==> src/rtl/instruction_fetch_unit_if.sv <==
// Fetch-side handshake bundle: core redirect, instruction memory request/response,
// and the buffered instruction stream handed to decode.
interface instruction_fetch_unit_if;
  logic        redirect_valid;
  logic [31:0] redirect_pc;
  logic        mem_request_valid;
  logic        mem_request_ready;
  logic [31:0] mem_request_address;
  logic        mem_response_valid;
  logic [31:0] mem_response_data;
  logic        instruction_valid;
  logic        instruction_ready;
  logic [31:0] instruction;
  logic [31:0] instruction_pc;

  modport master (
    input  redirect_valid, redirect_pc,
    input  mem_request_ready, mem_response_valid, mem_response_data,
    input  instruction_ready,
    output mem_request_valid, mem_request_address,
    output instruction_valid, instruction, instruction_pc
  );

  modport slave (
    output redirect_valid, redirect_pc,
    output mem_request_ready, mem_response_valid, mem_response_data,
    output instruction_ready,
    input  mem_request_valid, mem_request_address,
    input  instruction_valid, instruction, instruction_pc
  );
endinterface

==> src/rtl/instruction_fetch_unit.sv <==
// Prefetching instruction fetch unit: issues in-order word fetches, buffers returned
// words with their PCs in a small FIFO, and flushes/restarts on a core redirect.
module instruction_fetch_unit #(
  parameter logic [31:0] RESET_PC   = 32'h8000_0000,
  parameter int unsigned FIFO_DEPTH = 4
) (
  input  logic                     clk,
  input  logic                     rst_n,
  instruction_fetch_unit_if.master bus
);
  localparam int unsigned     PTR_W   = $clog2(FIFO_DEPTH);
  localparam int unsigned     CNT_W   = PTR_W + 1;
  localparam logic [CNT_W:0]  DEPTH_L = (CNT_W + 1)'(FIFO_DEPTH);

  typedef enum logic {STREAM = 1'b0, DRAIN = 1'b1} state_e;

  state_e           state_q, state_d;
  logic [31:0]      fetch_pc_q, fetch_pc_d;
  logic [31:0]      resp_pc_q, resp_pc_d;
  logic [PTR_W-1:0] rd_ptr_q, rd_ptr_d;
  logic [PTR_W-1:0] wr_ptr_q, wr_ptr_d;
  logic [CNT_W-1:0] count_q, count_d;
  logic [CNT_W-1:0] in_flight_q, in_flight_d;
  logic [CNT_W-1:0] drop_q, drop_d;
  logic [31:0]      fifo_word_q [FIFO_DEPTH];
  logic [31:0]      fifo_pc_q   [FIFO_DEPTH];

  logic        credit_ok;
  logic        req_valid;
  logic        req_fire;
  logic        resp_ok;
  logic        head_valid;
  logic        push;
  logic        pop;
  logic [31:0] redirect_target;

  // Credits cover both buffered entries and requests still in flight, so a push never overflows.
  always_comb begin
    credit_ok       = ({1'b0, in_flight_q} + {1'b0, count_q}) < DEPTH_L;
    req_valid       = rst_n && !bus.redirect_valid && credit_ok;
    req_fire        = req_valid && bus.mem_request_ready;
    resp_ok         = bus.mem_response_valid && (in_flight_q != '0);
    head_valid      = rst_n && (count_q != '0);
    redirect_target = bus.redirect_pc & ~32'h3;
    push            = resp_ok && !bus.redirect_valid && (state_q == STREAM);
    pop             = head_valid && bus.instruction_ready && !bus.redirect_valid;

    bus.mem_request_valid   = req_valid;
    bus.mem_request_address = fetch_pc_q;
    bus.instruction_valid   = head_valid;
    bus.instruction         = head_valid ? fifo_word_q[rd_ptr_q] : '0;
    bus.instruction_pc      = head_valid ? fifo_pc_q[rd_ptr_q]   : '0;
  end

  always_comb begin
    state_d     = state_q;
    fetch_pc_d  = fetch_pc_q;
    resp_pc_d   = resp_pc_q;
    rd_ptr_d    = rd_ptr_q;
    wr_ptr_d    = wr_ptr_q;
    count_d     = count_q;
    in_flight_d = in_flight_q + CNT_W'(req_fire) - CNT_W'(resp_ok);
    drop_d      = drop_q;

    if (bus.redirect_valid) begin
      // Everything still owed by memory belongs to the old stream and must be discarded.
      fetch_pc_d = redirect_target;
      resp_pc_d  = redirect_target;
      rd_ptr_d   = '0;
      wr_ptr_d   = '0;
      count_d    = '0;
      drop_d     = in_flight_q - CNT_W'(resp_ok);
      state_d    = (drop_d != '0) ? DRAIN : STREAM;
    end else begin
      if (req_fire) begin
        fetch_pc_d = fetch_pc_q + 32'd4;
      end
      if (resp_ok && (state_q == DRAIN)) begin
        drop_d = drop_q - CNT_W'(1);
        if (drop_d == '0) begin
          state_d = STREAM;
        end
      end
      if (push) begin
        wr_ptr_d  = wr_ptr_q + PTR_W'(1);
        resp_pc_d = resp_pc_q + 32'd4;
      end
      if (pop) begin
        rd_ptr_d = rd_ptr_q + PTR_W'(1);
      end
      count_d = count_q + CNT_W'(push) - CNT_W'(pop);
    end
  end

  always_ff @(posedge clk) begin
    if (!rst_n) begin
      state_q     <= STREAM;
      fetch_pc_q  <= RESET_PC;
      resp_pc_q   <= RESET_PC;
      rd_ptr_q    <= '0;
      wr_ptr_q    <= '0;
      count_q     <= '0;
      in_flight_q <= '0;
      drop_q      <= '0;
    end else begin
      state_q     <= state_d;
      fetch_pc_q  <= fetch_pc_d;
      resp_pc_q   <= resp_pc_d;
      rd_ptr_q    <= rd_ptr_d;
      wr_ptr_q    <= wr_ptr_d;
      count_q     <= count_d;
      in_flight_q <= in_flight_d;
      drop_q      <= drop_d;
    end
  end

  // Payload storage is never reset; the occupancy count alone decides what is visible.
  always_ff @(posedge clk) begin
    if (push) begin
      fifo_word_q[wr_ptr_q] <= bus.mem_response_data;
      fifo_pc_q[wr_ptr_q]   <= resp_pc_q;
    end
  end
endmodule
==> src/flat_wrapper.sv <==
// flat-port wrapper written by rule: the top's interface ports become plain ports
module instruction_fetch_unit_flat 
#(
  parameter logic [31:0] RESET_PC   = 32'h8000_0000,
  parameter int unsigned FIFO_DEPTH = 4
)
  (clk, rst_n, bus_redirect_valid, bus_redirect_pc, bus_mem_request_ready, bus_mem_response_valid, bus_mem_response_data, bus_instruction_ready, bus_mem_request_valid, bus_mem_request_address, bus_instruction_valid, bus_instruction, bus_instruction_pc);
  instruction_fetch_unit_if bus_i ();
  input  logic clk;
  input  logic rst_n;
  input wire logic [$bits(bus_i.redirect_valid)-1:0] bus_redirect_valid;
  input wire logic [$bits(bus_i.redirect_pc)-1:0] bus_redirect_pc;
  input wire logic [$bits(bus_i.mem_request_ready)-1:0] bus_mem_request_ready;
  input wire logic [$bits(bus_i.mem_response_valid)-1:0] bus_mem_response_valid;
  input wire logic [$bits(bus_i.mem_response_data)-1:0] bus_mem_response_data;
  input wire logic [$bits(bus_i.instruction_ready)-1:0] bus_instruction_ready;
  output wire logic [$bits(bus_i.mem_request_valid)-1:0] bus_mem_request_valid;
  output wire logic [$bits(bus_i.mem_request_address)-1:0] bus_mem_request_address;
  output wire logic [$bits(bus_i.instruction_valid)-1:0] bus_instruction_valid;
  output wire logic [$bits(bus_i.instruction)-1:0] bus_instruction;
  output wire logic [$bits(bus_i.instruction_pc)-1:0] bus_instruction_pc;
  assign bus_i.redirect_valid = bus_redirect_valid;
  assign bus_i.redirect_pc = bus_redirect_pc;
  assign bus_i.mem_request_ready = bus_mem_request_ready;
  assign bus_i.mem_response_valid = bus_mem_response_valid;
  assign bus_i.mem_response_data = bus_mem_response_data;
  assign bus_i.instruction_ready = bus_instruction_ready;
  assign bus_mem_request_valid = bus_i.mem_request_valid;
  assign bus_mem_request_address = bus_i.mem_request_address;
  assign bus_instruction_valid = bus_i.instruction_valid;
  assign bus_instruction = bus_i.instruction;
  assign bus_instruction_pc = bus_i.instruction_pc;
  instruction_fetch_unit #(.RESET_PC(RESET_PC), .FIFO_DEPTH(FIFO_DEPTH)) u_core (.clk(clk), .rst_n(rst_n), .bus(bus_i));
endmodule
==> config.mk <==
export PLATFORM = sky130hd
export DESIGN_NAME = instruction_fetch_unit_flat
export DESIGN_NICKNAME = d
export VERILOG_FILES = /design/src/rtl/instruction_fetch_unit_if.sv /design/src/rtl/instruction_fetch_unit.sv /design/src/flat_wrapper.sv
export SDC_FILE = /design/constraint.sdc
export NUM_CORES = 1
export LEC_CHECK = 0
export CAP_MARGIN = 40
export CORE_UTILIZATION = 58
export CTS_BUF_LIST = sky130_fd_sc_hd__clkbuf_2
export DETAILED_ROUTE_END_ITERATION = 8
export PLACE_DENSITY = 0.83
export SYNTH_ARGS = -nofsm -noshare
export SYNTH_HDL_FRONTEND = slang
export SYNTH_SLANG_ARGS = --single-unit
==> constraint.sdc <==
create_clock -name clk -period 4 [get_ports clk]
set_input_delay 0.6 -clock clk [delete_from_list [all_inputs] [get_ports clk]]
set_output_delay 0.6 -clock clk [all_outputs]
set_load 0.02 [all_outputs]
==> results.cfg <==
[critical_path]
r2r_setup_slack_ns = 1.08
worstReg2RegEnd = u_core.count_q[2]$_SDFF_PP0_
crit_path_max_fanout = 38
cp.arrival_ns = 3.00
r2r-start = u_core.in_flight_q[1]$_SDFF_PN0_
required_ns = 3.40
rr_worst_depth = 9
endpoint_kind = output pin
critPathLaunchType = flip-flop
crit_type = reg2out

[synthesis]
synthArstFlopShare = 0
yosysSeqAreaShare = 0.667
syn-mean-instance-area_sq_um = 15.0
synthFlopType = edfxtp_1
yosysUniqueCellTypes = 55
syn_area_sq_um = 13400
syn_inst = 896
ys_warn_count = 0
synth_edf_count = 248
ys_seq_elements = 324

[route]
viasPerCell = 5.85
ant_nets = 0
wl_per_cell_microns = 20.0
wirelength_mm = 29.1
drt_first_pass_iters = 6
drc = 0
num_vias = 8549
drt_iter0_drc = 712

[clock_network]
cts_tree = built
path_clk_slew_ns = 0.11
cts_sinks = 324
postCtsResizedCells = 0
htree_levels = 3
post_cts_buffers = 0
cts_buffer_depth = 3
cts_buffers = 76
cts_root_buf = clkbuf_2
clk-insertion-delay-late_ns = 0.85
hold_buffers = 0

[placement]
dpl.hpwl_mm = 19.2
io_buffers = 161
gp_congestion = 0.898
place_ws_ns = 0.749

[global_route]
track_usage = 0.253
gr-total-overflow = 0
antenna_found_initial = 1
grt_pass1_vias = 8450
grt_start_max_net_pins = 48
grt_pass1_wl_mm = 45.3

[worst_hold_path]
hold_start = bus_redirect_pc[31]
holdPathEnd = u_core.resp_pc_q[31]$_SDFFE_PN1P_
hp-class = in2reg
holdPathStages = 3

[pwr]
ir_drop_mv = 0.161
design_power_total_uw = 6940
p_per_area_nw_per_um2 = 426
p_leak_uw = 0.00547

[floorplan]
rows = 55
die_h_microns = 154
coreArea_sq_um = 22700
io_pins = 168
dieArea_sq_um = 23800
die_width_microns = 154
start_util = 0.592

[sta]
setup_violations = 0
worstMarginPinSlew_ns = 0.737
slew_viol_final = 0
setup_tns_ns = 0
slew_headroom = 0.507
period_share = 0.901
clock_skew_ns = 0.0570
rsz0062_at_grt = no
final_hold_viol_count = 0
fmax_ghz = 0.277
period_needed_ns = 3.60
fin_ws_ns = 0.396

[layout]
fin_util = 0.717
nets = 1203
final_layout_size_suffix_gt1_frac = 0.197
syn_to_final_growth_pct = 21.0

[flow_run]
cap_violations = 0

[status]
status = finished, final reports clean
[worst max-delay path by stage]
stage | slack, ns | end | depth (start not counted)
3_5_place_dp | 0.75 | bus_instruction[6] | 5
4_1_cts | 0.28 | bus_instruction_pc[2] | 4
2_1_floorplan | 0.41 | u_core.fifo_pc_q[1][10]$_DFFE_PP_ | 6
6_report | 0.40 | bus_instruction_pc[2] | 4
3_3_place_gp | 0.81 | bus_instruction[15] | 5
5_1_grt | 0.22 | bus_instruction_pc[2] | 4
[worst max-delay path, cell delays in order (launching register included)]
cell and delay [ns]:
dfxtp_4 0.53, buf_12 0.33, mux4_2 0.59, and2_1 0.18, clkdlybuf4s50_1 0.53
[state kept, by name, indices dropped and copies added (netlist names), named ones only]
name and flops:
u_core.in_flight_q 3, u_core.state_q 1, u_core.rd_ptr_q 2, u_core.fifo_word_q 128
u_core.count_q 3, u_core.drop_q 3, u_core.bus.mem_request_address 30, u_core.wr_ptr_q 2
u_core.fifo_pc_q 120, u_core.resp_pc_q 30
[stage by stage]
step / hold WS, ns / instances / area [sq um]
2_1_floorplan: 0.469 / 899 / 13500
3_3_place_gp: 0.483 / 1322 / 15500
3_5_place_dp: 0.486 / 1322 / 15500
4_1_cts: 0.280 / 1460 / 16300
5_1_grt: 0.282 / 1461 / 16300
6_report: 0.346 / 1461 / 16300
[power by group]
| group | internal [uW] | switching (uW) |
|---|---|---|
| clock network | 966 | 1270 |
| logic | 371 | 422 |
| registers | 3790 | 127 |
| total | 5120 | 1820 |
[cell type report]
cell class	instances	area [sq um]
antenna	1	2.50
inverter	21	78.8
multi-input combinational	506	4220
fill	1465	6430
timing repair buffer	186	1890
sequential	324	8970
clock inverter	22	174
clock buffer	116	581
tap	285	357
[cell usage after synthesis, types with 2 or more instances]
cell	n	share of area
a21boi_0	3	0.0017
a21oi_1	39	0.015
a31o_2	3	0.0020
a31oi_1	5	0.0023
and2_1	76	0.035
and3_1	13	0.0060
and4_1	2	0.0013
buf_1	6	0.0017
buf_4	4	0.0022
clkbuf_1	37	0.010
dfxtp_1	76	0.11
edfxtp_1	248	0.55
fa_1	2	0.0030
ha_1	16	0.015
inv_1	20	0.0056
mux2_2	2	0.0017
mux4_2	62	0.10
nand2_1	47	0.013
nand2b_1	2	0.00093
nand3_1	26	0.0097
nand4_1	33	0.015
nor2_1	21	0.0059
nor2b_1	2	0.00093
nor3_1	12	0.0045
nor4_1	9	0.0042
o211ai_1	2	0.0011
o21ai_0	38	0.014
o311ai_0	2	0.0013
or3_1	5	0.0023
or4_1	2	0.0011
or4_4	2	0.0017
xnor2_1	26	0.017
xor2_1	31	0.020
[placed cells by master (no fill, tap or decap), drive strengths merged, types with 16 or more instances in the layout]
| cell type | netlist | final |
|---|---|---|
| inv | 20 | 21 |
| dfxtp | 76 | 76 |
| nand2 | 47 | 47 |
| xnor2 | 26 | 26 |
| a21oi | 39 | 39 |
| clkdlybuf4s50 | 0 | 161 |
| nand3 | 26 | 26 |
| mux4 | 62 | 62 |
| nor2 | 21 | 21 |
| buf | 11 | 25 |
| and2 | 76 | 76 |
| clkbuf | 37 | 116 |
| edfxtp | 248 | 248 |
| xor2 | 31 | 31 |
| clkinv | 1 | 18 |
| ha | 16 | 16 |
| o21ai | 38 | 38 |
| nand4 | 34 | 34 |
[metal layers]
metal	GRT usage	share of wire	wire length, microns
met1	0.329	0.40	11500
met5	0	0	0
met3	0.0597	0.087	2550
met2	0.423	0.50	14500
met4	0.0853	0.018	527
[logic make-up after synthesis]
kind of cell / Yosys count / synth area share
xor gates and xnor gates: 57 / 0.0371
DFF: 324 / 0.667
buffers and inverters: 69 / 0.0205
muxes: 65 / 0.106
AOI/OAI and AO/OA: 101 / 0.0429
other: 1 / 0.000279
adders and majority gates: 18 / 0.0179
and+or+nand+nor: 261 / 0.108
(Power assumes the default switching activity.)
